$ cat src/rtl/fm_rom_lookup_arbiter.sv
`default_nettype none
// ============================================================================
// Module  : fm_rom_lookup_arbiter
// Brief   : Shares one C-table ROM port and one Occ-table ROM port among
//           NUM_CH lanes using two independent round-robin arbiters.
// Revision: 1.0 - initial release
// ============================================================================
module fm_rom_lookup_arbiter #(
    parameter int NUM_CH = 4,
    parameter int OCC_AW = 8,
    parameter int OCC_DW = 32,
    parameter int C_AW   = 2,
    parameter int C_DW   = 8,
    parameter int CNT_W  = 16
) (
    input  logic                     clk,
    input  logic                     rst,
    input  logic [NUM_CH-1:0]        req_valid_i,
    input  logic [NUM_CH-1:0]        req_type_i,
    input  logic [NUM_CH*OCC_AW-1:0] req_addr_i,
    output logic [NUM_CH-1:0]        req_ready_o,
    output logic [NUM_CH-1:0]        rsp_valid_o,
    output logic [NUM_CH*OCC_DW-1:0] rsp_data_o,
    output logic                     ce_rom_C_o,
    output logic [C_AW-1:0]          addr_rom_C_o,
    input  logic [C_DW-1:0]          data_c_i,
    output logic                     ce_rom_Occ_o,
    output logic [OCC_AW-1:0]        addr_rom_Occ_o,
    input  logic [OCC_DW-1:0]        data_occ_i,
    output logic [CNT_W-1:0]         occ_conflict_o,
    output logic [CNT_W-1:0]         c_conflict_o
);

    localparam int                 c_ptr_w = (NUM_CH > 1) ? $clog2(NUM_CH) : 1;
    localparam logic [c_ptr_w-1:0] c_last  = c_ptr_w'(NUM_CH - 1);

    logic [NUM_CH-1:0]        w_occ_cand;
    logic [NUM_CH-1:0]        w_c_cand;
    logic [NUM_CH-1:0]        w_occ_gnt;
    logic [NUM_CH-1:0]        w_c_gnt;
    logic [c_ptr_w:0]         w_occ_pick;
    logic [c_ptr_w:0]         w_c_pick;
    logic                     w_occ_any;
    logic                     w_c_any;
    logic [c_ptr_w-1:0]       w_occ_idx;
    logic [c_ptr_w-1:0]       w_c_idx;
    logic [c_ptr_w-1:0]       w_occ_ptr_nxt;
    logic [c_ptr_w-1:0]       w_c_ptr_nxt;
    logic                     w_occ_multi;
    logic                     w_c_multi;
    logic [OCC_DW-1:0]        w_c_ext;

    logic [c_ptr_w-1:0]       r_occ_ptr;
    logic [c_ptr_w-1:0]       r_c_ptr;
    logic [NUM_CH-1:0]        r_rsp_valid;
    logic [NUM_CH*OCC_DW-1:0] r_rsp_data;
    logic [CNT_W-1:0]         r_occ_cnt;
    logic [CNT_W-1:0]         r_c_cnt;

    // Returns {found, index} of the first candidate at or after ptr (mod NUM_CH).
    // Iterating downward lets the lowest rotated offset overwrite the others.
    function automatic logic [c_ptr_w:0] f_rr_pick(
        input logic [NUM_CH-1:0]  cand,
        input logic [c_ptr_w-1:0] ptr
    );
        logic [c_ptr_w:0] res;
        int               j;
        res = '0;
        for (int i = NUM_CH - 1; i >= 0; i--) begin
            j = int'(ptr) + i;
            if (j >= NUM_CH) begin
                j = j - NUM_CH;
            end
            if (cand[j]) begin
                res = {1'b1, j[c_ptr_w-1:0]};
            end
        end
        return res;
    endfunction

    assign w_occ_cand = req_valid_i & ~req_type_i;
    assign w_c_cand   = req_valid_i & req_type_i;

    assign w_occ_pick = f_rr_pick(w_occ_cand, r_occ_ptr);
    assign w_c_pick   = f_rr_pick(w_c_cand, r_c_ptr);
    assign w_occ_any  = w_occ_pick[c_ptr_w];
    assign w_c_any    = w_c_pick[c_ptr_w];
    assign w_occ_idx  = w_occ_pick[c_ptr_w-1:0];
    assign w_c_idx    = w_c_pick[c_ptr_w-1:0];

    assign w_occ_gnt = w_occ_any ? (NUM_CH'(1) << w_occ_idx) : '0;
    assign w_c_gnt   = w_c_any   ? (NUM_CH'(1) << w_c_idx)   : '0;

    assign w_occ_ptr_nxt = !w_occ_any         ? r_occ_ptr :
                           (w_occ_idx == c_last) ? '0 : w_occ_idx + 1'b1;
    assign w_c_ptr_nxt   = !w_c_any           ? r_c_ptr :
                           (w_c_idx == c_last)   ? '0 : w_c_idx + 1'b1;

    // x & (x-1) clears the lowest set bit, so non-zero means two or more candidates.
    assign w_occ_multi = |(w_occ_cand & (w_occ_cand - 1'b1));
    assign w_c_multi   = |(w_c_cand & (w_c_cand - 1'b1));

    always_comb begin
        w_c_ext           = '0;
        w_c_ext[C_DW-1:0] = data_c_i;
    end

    assign req_ready_o    = w_occ_gnt | w_c_gnt;
    assign ce_rom_Occ_o   = w_occ_any;
    assign ce_rom_C_o     = w_c_any;
    assign addr_rom_Occ_o = w_occ_any ? req_addr_i[w_occ_idx*OCC_AW +: OCC_AW] : '0;
    assign addr_rom_C_o   = w_c_any   ? req_addr_i[w_c_idx*OCC_AW +: C_AW]     : '0;

    always_ff @(posedge clk or posedge rst) begin
        if (rst) begin
            r_occ_ptr   <= '0;
            r_c_ptr     <= '0;
            r_rsp_valid <= '0;
            r_rsp_data  <= '0;
            r_occ_cnt   <= '0;
            r_c_cnt     <= '0;
        end else begin
            r_occ_ptr   <= w_occ_ptr_nxt;
            r_c_ptr     <= w_c_ptr_nxt;
            r_rsp_valid <= w_occ_gnt | w_c_gnt;
            for (int k = 0; k < NUM_CH; k++) begin
                if (w_occ_gnt[k]) begin
                    r_rsp_data[k*OCC_DW +: OCC_DW] <= data_occ_i;
                end else if (w_c_gnt[k]) begin
                    r_rsp_data[k*OCC_DW +: OCC_DW] <= w_c_ext;
                end
            end
            if (w_occ_multi && (r_occ_cnt != '1)) begin
                r_occ_cnt <= r_occ_cnt + 1'b1;
            end
            if (w_c_multi && (r_c_cnt != '1)) begin
                r_c_cnt <= r_c_cnt + 1'b1;
            end
        end
    end

    assign rsp_valid_o    = r_rsp_valid;
    assign rsp_data_o     = r_rsp_data;
    assign occ_conflict_o = r_occ_cnt;
    assign c_conflict_o   = r_c_cnt;

endmodule
`default_nettype wire

$ cat config.mk
export PLATFORM = sky130hd
export DESIGN_NAME = fm_rom_lookup_arbiter
export DESIGN_NICKNAME = d
export VERILOG_FILES = /design/src/rtl/fm_rom_lookup_arbiter.sv
export SDC_FILE = /design/constraint.sdc
export NUM_CORES = 1
export LEC_CHECK = 0
export CAP_MARGIN = 20
export CORE_MARGIN = 2
export CORE_UTILIZATION = 45
export CTS_BUF_LIST = sky130_fd_sc_hd__clkbuf_8
export CTS_CLUSTER_SIZE = 14
export DETAILED_ROUTE_END_ITERATION = 10
export PLACE_DENSITY = 0.85
export SETUP_SLACK_MARGIN = 0.5
export SYNTH_ARGS = -nofsm -noshare
export SYNTH_HDL_FRONTEND = slang
export SYNTH_SLANG_ARGS = --single-unit
$ cat constraint.sdc
create_clock -name clk -period 6.8 [get_ports clk]
set_input_delay 1.02 -clock clk [delete_from_list [all_inputs] [get_ports clk]]
set_output_delay 1.02 -clock clk [all_outputs]
set_load 0.01 [all_outputs]
# After elaboration in Yosys (flattened, before gate mapping)
# Index checks and enable logic that the tools add are counted.
classes:
  add_sub_neg: 20
  order_cmp: 16
  n_eq_ne: 4
  shifts: 4
  muxes: 54
  n_bitwise: 6
  reduce_logical: 8
op_table:
  columns: ["cell", "count"]
  rows:
  - ["32-bit 2-to-1 mux", 16]
  - ["32-bit by 4-bit < comparator with 1-bit output (second input constant)", 8]
  - ["16-bit by 1-bit adder with 16-bit output (second input constant)", 2]
  - ["16-bit != test (second input constant)", 2]
  - ["32-bit by 6-bit variable part select with 2-bit output", 1]
  - ["32-bit by 6-bit variable part select with 8-bit output", 1]
  - ["3-bit 2-to-1 mux", 8]
  - ["3-bit by 3-bit subtractor with 4-bit output (second input constant)", 6]
  - ["3-bit >= comparator (second input constant)", 6]
  - ["4-bit bitwise AND", 4]
  - ["1-bit binary-select mux with 2-bit select", 8]
  - ["1-bit 2-to-1 mux", 16]
  - ["2-bit by 2-bit adder with 3-bit output (second input constant)", 4]
  - ["4-bit 2-to-1 mux", 2]
  - ["8-bit 2-to-1 mux", 1]
  - ["2-bit nonzero test", 4]
  - ["4-bit OR reduction", 2]
  - ["1-bit by 2-bit left shift with 4-bit output (first input constant)", 2]
  - ["2-bit by 3-bit subtractor with 4-bit output (second input constant)", 2]
  - ["4-bit by 1-bit subtractor with 4-bit output (second input constant)", 2]
  - ["2-bit by 1-bit adder with 3-bit output (second input constant)", 2]
  - ["2-bit by 3-bit >= comparator with 1-bit output (second input constant)", 2]
  - ["2-bit 2-to-1 mux", 3]
  - ["2-bit by 1-bit adder with 2-bit output (second input constant)", 2]
  - ["4 further kinds", 6]
word_totals:
  ff_bits: 168
  inputBits: 82
  out_inout_bits: 180
  word_cells: 121

# Longest topological paths before layout
# Gate-level depths: netlist of run 1.
logic_depth:
  word_depth: 14
  mapped_depth: 12
  ltp_nobuf: 9

# Worst setup path before layout of run 1
# OpenSTA, ideal clock, no wires.
synth_timing:
  path_type: "input -> output"
  start: "input port req_valid_i[0]"
  end: "output port req_ready_o[3]"
  arrival_ps: 3051
  required_ps: 5780
  slack_ps: 2729
  stages: 11
  n_path_buf: 4
  cell_sequence: "nor2b_1 > a211oi_1 > o22a_1 > buf_2 > buf_2 > ha_1 > and2_1 > clkbuf_1 > nor2_1 > buf_2 > inv_1"
synth_between:
  elab_chain_cells: 11
  elab_cells_between_ends: 39
  classes_between: "2 x shift; 34 x mux; 3 x bitwise"
synth_rtl:
  columns: ["element", "line", "text"]
  rows:
  - ["from (decl)", "18", "input logic [NUM_CH-1:0] req_valid_i,"]
  - ["4-bit bitwise AND, on equally long branches", "81, 82", null]
  - ["1-bit binary-select mux with 2-bit select", "74", "if (cand[j]) begin"]
  - ["1-bit 2-to-1 mux (not written as such) (2 in a row)", "74", null]
  - ["3-bit 2-to-1 mux (4 in a row)", "74", null]
  - ["1-bit by 2-bit left shift with 4-bit output, on equally long branches", "91, 92", null]
  - ["4-bit 2-to-1 mux, on equally long branches", "91, 92", null]
  - ["4-bit bitwise OR (*)", "108", "assign req_ready_o = w_occ_gnt | w_c_gnt;"]
  - ["to (decl)", "21", "output logic [NUM_CH-1:0] req_ready_o,"]
# Mark *: on every way between the ends. The rest lies on a longest branch, timed or not. The select of a mux whose other input is x is not followed.

# Final worst setup path of run 1
layout_timing:
  start: "input port req_valid_i[2]"
  end: "output port req_ready_o[3]"
# The elaborated chain is that of the path after synthesis.

==> summary by stage, run 1 <==
Run status
The flow ran to the end, and the final reports show no timing, DRC or antenna violations.

Routing
In the routed design, unresolved DRC markers number 0. The vias per cell is roughly 5.4. The routed layout has 6326 vias. The antenna violation net count after detailed routing is 0. The final layout contains routed wiring with a total length of 22500 µm. The count of routing violations after the opening detailed-route iteration is about 350. For this run, the detailed router's first-pass iteration total came to 5.

The final routed wire length divided by cell count is about 19 µm.

Synth
The instance count of the mapped netlist is slightly below 700. Of the total synthesized cell area, the portion taken by XOR and XNOR cells is 0.0306. The post-synthesis register bit count is around 170.

Yosys printed 0 warnings. The net count after synthesis is around 770. Of the total synthesized cell area, the portion taken by AND, OR, NAND and NOR gates is 0.111. Counting flops with an async set or reset pin after synthesis yields a share of 1.00. Of the synthesized area, sequential elements account for 0.544. In this run, distinct cell masters in the synthesized netlist total between 40 and 50. A synthesized cell averages 11.4 µm². After synthesis, the largest family of logic cells by area is multiplexers. The synthesized cell area is ~0.0077 mm². The most used flip-flop cell after synthesis is dfrtp_1.

Of the post-synthesis cell area, the part taken by muxes is 0.166. Of the total synthesized cell area, the portion taken by full adders, half adders and majority gates is 0.0125. The number of flops mapped to enable cells by yosys is 0. The fraction of the mapped netlist area in compound gates is 0.0992.

Final layout
The final core utilization is 0.658. Compared with the post-synthesis result, the final layout area differs by 42.1%. The library cell used most frequently in the layout, excluding fill and tap cells, is clkdlybuf4s50_1. The net count of the finished layout is 1022.

The number of antenna diodes in the final layout is 0. Excluding fillers, the count of instances in the completed layout stands at approximately 1200. After routing the design area is 0.0110 mm². Of the cells placed in the final design, the portion with a size suffix greater than 1 is 0.0971. The library cells used most frequently in the layout, excluding fill and tap cells, are clkdlybuf4s50_1, dfrtp_1, nand2_1, mux2i_1, a22o_1.

Power
Dividing total power by cell area gives a power density of 339 mW/mm². The worst-case IR drop observed on VDD is roughly 0.25 mV. The net switching power figure is ~1.3 mW. The total power draw is approximately 3.7 mW. The share of power burned in combinational logic is 0.400. Of the total power, registers draw 0.408. The net switching share of the total power is 0.349.

The cell internal power dissipation is approximately 2.4 mW. For this design the static power due to leakage is roughly 5 nW. The share of total power dissipated in the clock network is 0.191.

Timing
The final cycle utilization of the critical path is 0.791. The count of endpoints failing hold in the final timing report came to 0. The timing-limited maximum frequency is about 0.19 GHz.

For the pin with the worst max-slew slack, the measured transition is 1.02 ns. The count of endpoints failing setup in the final report is 0. Setup repair after global routing left no endpoint under its margin.

In this run the tightest slew margin relative to its limit is 0.314. The final max-slew violation count came to 0. Summed over all failing endpoints, the final setup total negative slack is 0 ns.

The final critical delay including setup and external delays is about 5.4 ns. The worst clock skew on the final layout is ~0.015 ns.

Global routing
Entering global routing, the biggest net connects 63 pins. The met2 layer usage reported by global route is 0.400. The met3 track demand over resource in global routing is 0.105. After global routing, the most crowded layer is met2. The leftover overflow at the end of global routing is 0. In the global route stage, overall resource usage came out at 0.249. The global routing met1 resource utilization is 0.305. The initial antenna violation count is 0. The via count of the first global-routing pass was ~6500. The first global-routing pass estimated between 30000 and 40000 µm of wire.

Clocking
The tree is rooted in a clkbuf_8. The hold buffer count at cts is 0. Once the clock tree was built, the resizer swapped 0 gates to a different size.

The number of clock buffers added by TritonCTS is 17. The H-tree was split into 4 levels. No sink is reached through more buffers than the 2 on the longest clock path. Clock-pin slew was measured on the worst setup and hold paths at about 0.10 ns.

The CTS sink count is approximately 170. The clock latency at the later pin of the worst-skew pair is 0.45 ns. The CTS tree is built. The number of buffers added for setup after CTS is 0.

Setup path
The timing endpoint of the critical path is req_ready_o[3]. The critical path class is primary input to primary output. The critical path starts at req_valid_i[2].

The critical path endpoint category is a primary output. The arrival time reported for the critical path endpoint is roughly 4.4 ns. Of all nets on the critical path, the largest fanout is 25. The startpoint of the worst register-to-register path is r_c_ptr[1]. The endpoint identified for the worst register-to-register timing path is rsp_data_o[5]. Counting cells, the worst reg-to-reg path comes to 8. The critical path data required time is between 5 and 6 ns. The startpoint type of the worst setup path is a primary input. In this run the register-to-register setup slack is between 3 and 4 ns.

Die
The die covers ~0.018 mm². The number of placement rows is between 40 and 50. The die height is 135 µm. The die is 135 µm wide. The core area is about 0.017 mm². The top-level port count is ~260. The initial utilization of the core area, before any placement, comes to 0.463.

Run
The number of max-cap violations is 0.

Place
Input and output buffers added on the ports amount to roughly 260. The post-detailed-placement cell area is between 0.01 and 0.015 mm². The cell total after placement is around 1100. The final weighted congestion in routability-driven placement is between 0.8 and 0.9.

The placed wire-length estimate after detailed placement is roughly 16000 µm.

Hold path
The min-delay analysis places its worst path in the category register to register.
power by group through the flow:
stage | clock network [mW] | logic, mW | registers [mW]
floorplan | 0 | 0.516 | 1.63
global placement | 0 | 1.47 | 1.52
detailed placement | 0 | 1.50 | 1.53
CTS | 0.732 | 1.51 | 1.52
global route | 0.776 | 1.59 | 1.56
finish | 0.713 | 1.49 | 1.52
through the flow:
stage | hold WS, ns | worst slack (ns)
floorplan | 0.516 | 1.23
global placement | 0.481 | 1.52
detailed placement | 0.481 | 1.42
CTS | 0.505 | 1.39
global route | 0.524 | 1.23
finish | 0.504 | 1.42
Yosys cell counts, drive strengths merged (3+ instances only):
library cell | number | area [µm²]
dfrtp | 168 | 4200
nand2 | 86 | 325
mux2i | 84 | 841
a22o | 49 | 429
mux2 | 39 | 439
inv | 34 | 128
xor2 | 25 | 219
o21ai | 22 | 110
clkbuf | 20 | 76.3
nor3 | 18 | 95.1
buf | 17 | 85.1
nand3 | 15 | 75.1
nor2 | 11 | 41.3
o22ai | 11 | 68.8
nand4 | 9 | 56.3
nor4 | 9 | 56.3
a21oi | 8 | 40.0
nand2b | 8 | 50.1
and4 | 6 | 52.6
ha | 6 | 75.1
nor2b | 5 | 31.3
o21a | 4 | 30.0
a22oi | 3 | 22.5
state kept, by name (all words and copies together), names as in the netlist:
| register | cells |
|---|---|
| occ_conflict_o | 16 |
| c_conflict_o | 16 |
| rsp_valid_o | 4 |
| r_c_ptr | 2 |
| rsp_data_o | 128 |
| r_occ_ptr | 2 |
worst max-delay path: stages:
cell,delay [ns]
clkdlybuf4s50_1,0.61
nand2b_1,0.20
a211oi_1,0.29
o22a_1,0.81
ha_1,0.28
and2_2,0.17
nor2_2,0.03
buf_4,0.25
inv_1,0.12
clkdlybuf4s50_1,0.55
metal layers:
metal	vias to the layer above	wire length, µm
met4	0	488
li1	2917	-
met1	3119	9000
met3	33	2280
met5	-	0
met2	257	10700
cell families (layout without fill, tap and decap cells):
family,count (synthesis),in the layout
AND/OR/NAND/NOR,178,178
multiplexers,123,123
AO/OA/AOI/OAI,105,105
adder cells (fa/ha/maj),8,8
buffers and inverters,71,338
XOR/XNOR,27,27
flip-flops,168,168
how the worst min path moves through the flow:
stage	end	from	slack, ns	depth (start not counted)
after floorplan	occ_conflict_o[7]	occ_conflict_o[7]	0.52	1
after global placement	rsp_data_o[40]	rsp_data_o[40]	0.48	1
after detailed placement	rsp_data_o[106]	rsp_data_o[106]	0.48	1
after CTS	c_conflict_o[10]	c_conflict_o[10]	0.51	1
after global routing	occ_conflict_o[7]	occ_conflict_o[7]	0.52	1
final	c_conflict_o[10]	c_conflict_o[10]	0.50	1
cell type report:
cell class	count	area (µm²)
fillers	1285	5720
flip-flops and latches	168	4200
multi-input cells	441	3270
repair buffers	272	2700
well taps	220	275
clock buffers	18	248
clock inverters	14	159
inverters	34	133
Note: power is estimated with default switching activity, not from simulation.
==> inputs of run 2 (changes only) <==
==> constraint.sdc (replaced) <==
create_clock -name clk -period 5.2 [get_ports clk]
set_input_delay 0.78 -clock clk [delete_from_list [all_inputs] [get_ports clk]]
set_output_delay 0.78 -clock clk [all_outputs]
set_load 0.01 [all_outputs]
==> summary by stage, run 2 (synthesis results as in run 1) <==
Timing
The worst clock skew on the final layout is 0.00918 ns (was 0.0146 ns). The slack of the critical path is 0.842 ns (was 1.42 ns). Static timing analysis puts the maximum clock frequency at ~0.23 GHz. Unrepaired setup endpoints after global routing: no (unchanged). The final total negative setup slack is 0 ns (unchanged). The slew at the pin with the worst max-slew slack came to 0.982 ns (was 1.02 ns).

The worst slew margin relative to its limit is 0.345 (was 0.314). Dividing the final minimum period by the clock period gives 0.838. The final critical delay including setup and external delays is 4.36 ns. The count of endpoints failing hold in the final timing report came to 0 (unchanged).

The final max-slew violation count came to 0 (unchanged). The count of endpoints failing setup in the final report is 0 (unchanged).

Routing
The final routed wire length divided by cell count is 19.0 µm (was 19.3 µm). The detailed route wirelength on metal3 is 2180 µm (was 2280 µm). The vias per cell is 5.43 (was 5.42). The total via count in the routed design is 6355 (was 6326). The topmost layer with routed signal wires is met4 (unchanged). The number of remaining DRC errors is 0 (unchanged). The antenna violation net count after detailed routing was 0 (unchanged). The aggregate routed wire length was 22200 µm (was 22500 µm). The number of iterations in the first detailed-routing pass is 4 (was 5). The count of routing violations after the opening detailed-route iteration is 346 (was 354). The met2 wire length is 10700 µm (about the same). The sum of routed wire segments on met1 was 9020 µm (was 9000 µm).

Setup path
The startpoint type of the worst setup path is a primary input (unchanged). The arrival time reported for the critical path endpoint is 3.58 ns (was 4.36 ns). CP Cell Sequence: clkdlybuf4s50_1, nor2b_1, nand2b_1, a21oi_1, a211o_1, inv_1, ha_1, and2_2, nor2_2, inv_1, clkdlybuf4s50_1 (was clkdlybuf4s50_1, nand2b_1, a211oi_1, o22a_1, ha_1, and2_2, nor2_2, buf_4, inv_1, clkdlybuf4s50_1). The peak per-stage delay on the critical path is 0.52 ns (was 0.81 ns). The critical path data required time was 4.42 ns (was 5.78 ns). The critical path class is primary input to primary output (unchanged). The master of the slowest instance on the critical path is clkdlybuf4s50_1 (was o22a_1). The largest driver fanout on the critical path is 10 (was 25).

The critical path endpoint category is a primary output (unchanged).

Clocking
The CTS sink count is 168 (unchanged). The number of buffers added for setup after CTS is 0 (unchanged). The total clock buffers created by CTS was 17 (unchanged). The CTS tree is built (unchanged).

The maximum count of clock buffers along a single path came to 2 (unchanged). The hold buffer count at cts is 0 (unchanged). The clock latency at the later pin of the worst-skew pair is 0.44 ns (was 0.45 ns). The buffer type at the clock tree root is clkbuf_8 (unchanged). The count of H-tree levels built during CTS is 4 (unchanged). The clock transition time at the flip-flop clock pins of the worst setup and hold paths is 0.09 ns (was 0.10 ns). The number of resized instances in the post-cts repair step is 0 (unchanged).

Final layout
The share of final-layout standard cells stronger than drive strength 1 came to 0.100 (was 0.0971). The synthesis-to-finish area growth is 42.7% (was 42.1%). The total inserted antenna cells is 0 (unchanged). The flip-flop count of the largest register after layout is 128 (unchanged). The final core utilization is 0.661 (was 0.658). The final net count is 1025 (was 1022).

The most common cell after layout, fill and taps aside was clkdlybuf4s50_1 (unchanged). Leading cell types in the layout, fill and taps excluded: clkdlybuf4s50_1, dfrtp_1, nand2_1, mux2i_1, a22o_1 (unchanged).

Run status
Outcome: complete, no violations (unchanged).

Power
The power per cell area is 448 mW/mm² (was 339 mW/mm²). The largest voltage drop on the vdd net came to 0.340 mV (was 0.250 mV). The static leakage was 5.01 nW (was 5.00 nW).

Global routing
The global-route usage over all layers was 0.248 (was 0.249). The leftover overflow at the end of global routing is 0 (unchanged). The via count of the first global-routing pass is 6381 (was 6458). The wire length of the first global-routing pass is 34900 µm (was 35000 µm).

The initial antenna violation count is 0 (unchanged). The pin count of the biggest net entering global routing came to 169 (was 63).

Die
The initial core utilization was 0.463 (unchanged). The overall die area is 0.0182 mm² (unchanged). The core area is 0.0167 mm² (unchanged). The die height was 135 µm (unchanged). The top-level port count is 262 (unchanged). The number of placement rows is 47 (unchanged). The horizontal die dimension is 135 µm (unchanged).

Hold path
The path type of the worst min-delay path is register to register (unchanged).

Place
The number of buffers inserted by port buffering is 261 (unchanged). The worst setup slack before clock tree synthesis was 0.822 ns (was 1.42 ns). The placed wire-length estimate after detailed placement is 15300 µm (was 15700 µm). The final weighted congestion in routability-driven placement is 0.840 (was 0.847).

Run
The number of max-cap violations is 0 (unchanged).
run 2: cell count changes in the layout (fill, tap and decap cells not counted), moves of 2 or more:
cell | previous run | this run
inv_6 | 3 | 6
inv_8 | 4 | 1
clkinv_4 | 3 | 0
buf_4 | 11 | 13
bufinv_16 | 0 | 3
clkinv_8 | 4 | 0
clkinvlp_4 | 0 | 4
run 2: worst paths after layout:
| kind | from | to | slack [ns] | cells past startpoint |
|---|---|---|---|---|
| max | req_valid_i[0] | req_ready_o[3] | 0.84 | 11 |
| min | c_conflict_o[7] | c_conflict_o[7] | 0.49 | 1 |
| max reg2reg | r_c_ptr[1] | rsp_data_o[2] | 2.46 | 7 |
| min reg2reg | c_conflict_o[7] | c_conflict_o[7] | 0.49 | 1 |
| max in group asynchronous | rst | rsp_data_o[2] | 3.54 | 3 |
| min in group asynchronous | rst | rsp_data_o[92] | 0.84 | 3 |
run 2: through the flow:
stage                     hold slack, ns  total power, mW  cells  cell area, µm²
final                              0.493             4.94   1170           11000
after global routing               0.515             5.22   1170           11000
after CTS                          0.498             4.98   1169           11000
after detailed placement           0.481             3.97   1137           10600
after global placement             0.482             3.92   1137           10600
after floorplan                    0.516             2.81    680            7740
run 2: final cells by class:
type	count	area (µm²)
clock buffer	17	234
multi-input combinational	441	3270
tap	220	275
timing repair buffer	275	2730
sequential	168	4200
fill	1298	5670
clock inverter	15	186
inverter	34	131
run 2: critical path: cells and delay by family:
family	cells	cell delay, ns
buffers and inverters	4	1.17
AOI/OAI and AO/OA	2	0.54
adders and majority gates	1	0.19
and+or+nand+nor	4	0.89
run 2: power breakdown:
group	total, mW	leakage [nW]	switching, mW	internal, mW
registers	1.99	2.13	0.299	1.69
clock network	0.993	0.206	0.507	0.486
logic	1.96	2.68	0.848	1.11
total	4.94	5.01	1.65	3.29
run 2: layer usage:
layer	global-route usage	vias to the layer above
met1	0.306	3156
met3	0.0968	29
li1	-	2929
met5	0	-
met2	0.400	241
met4	0.0851	0
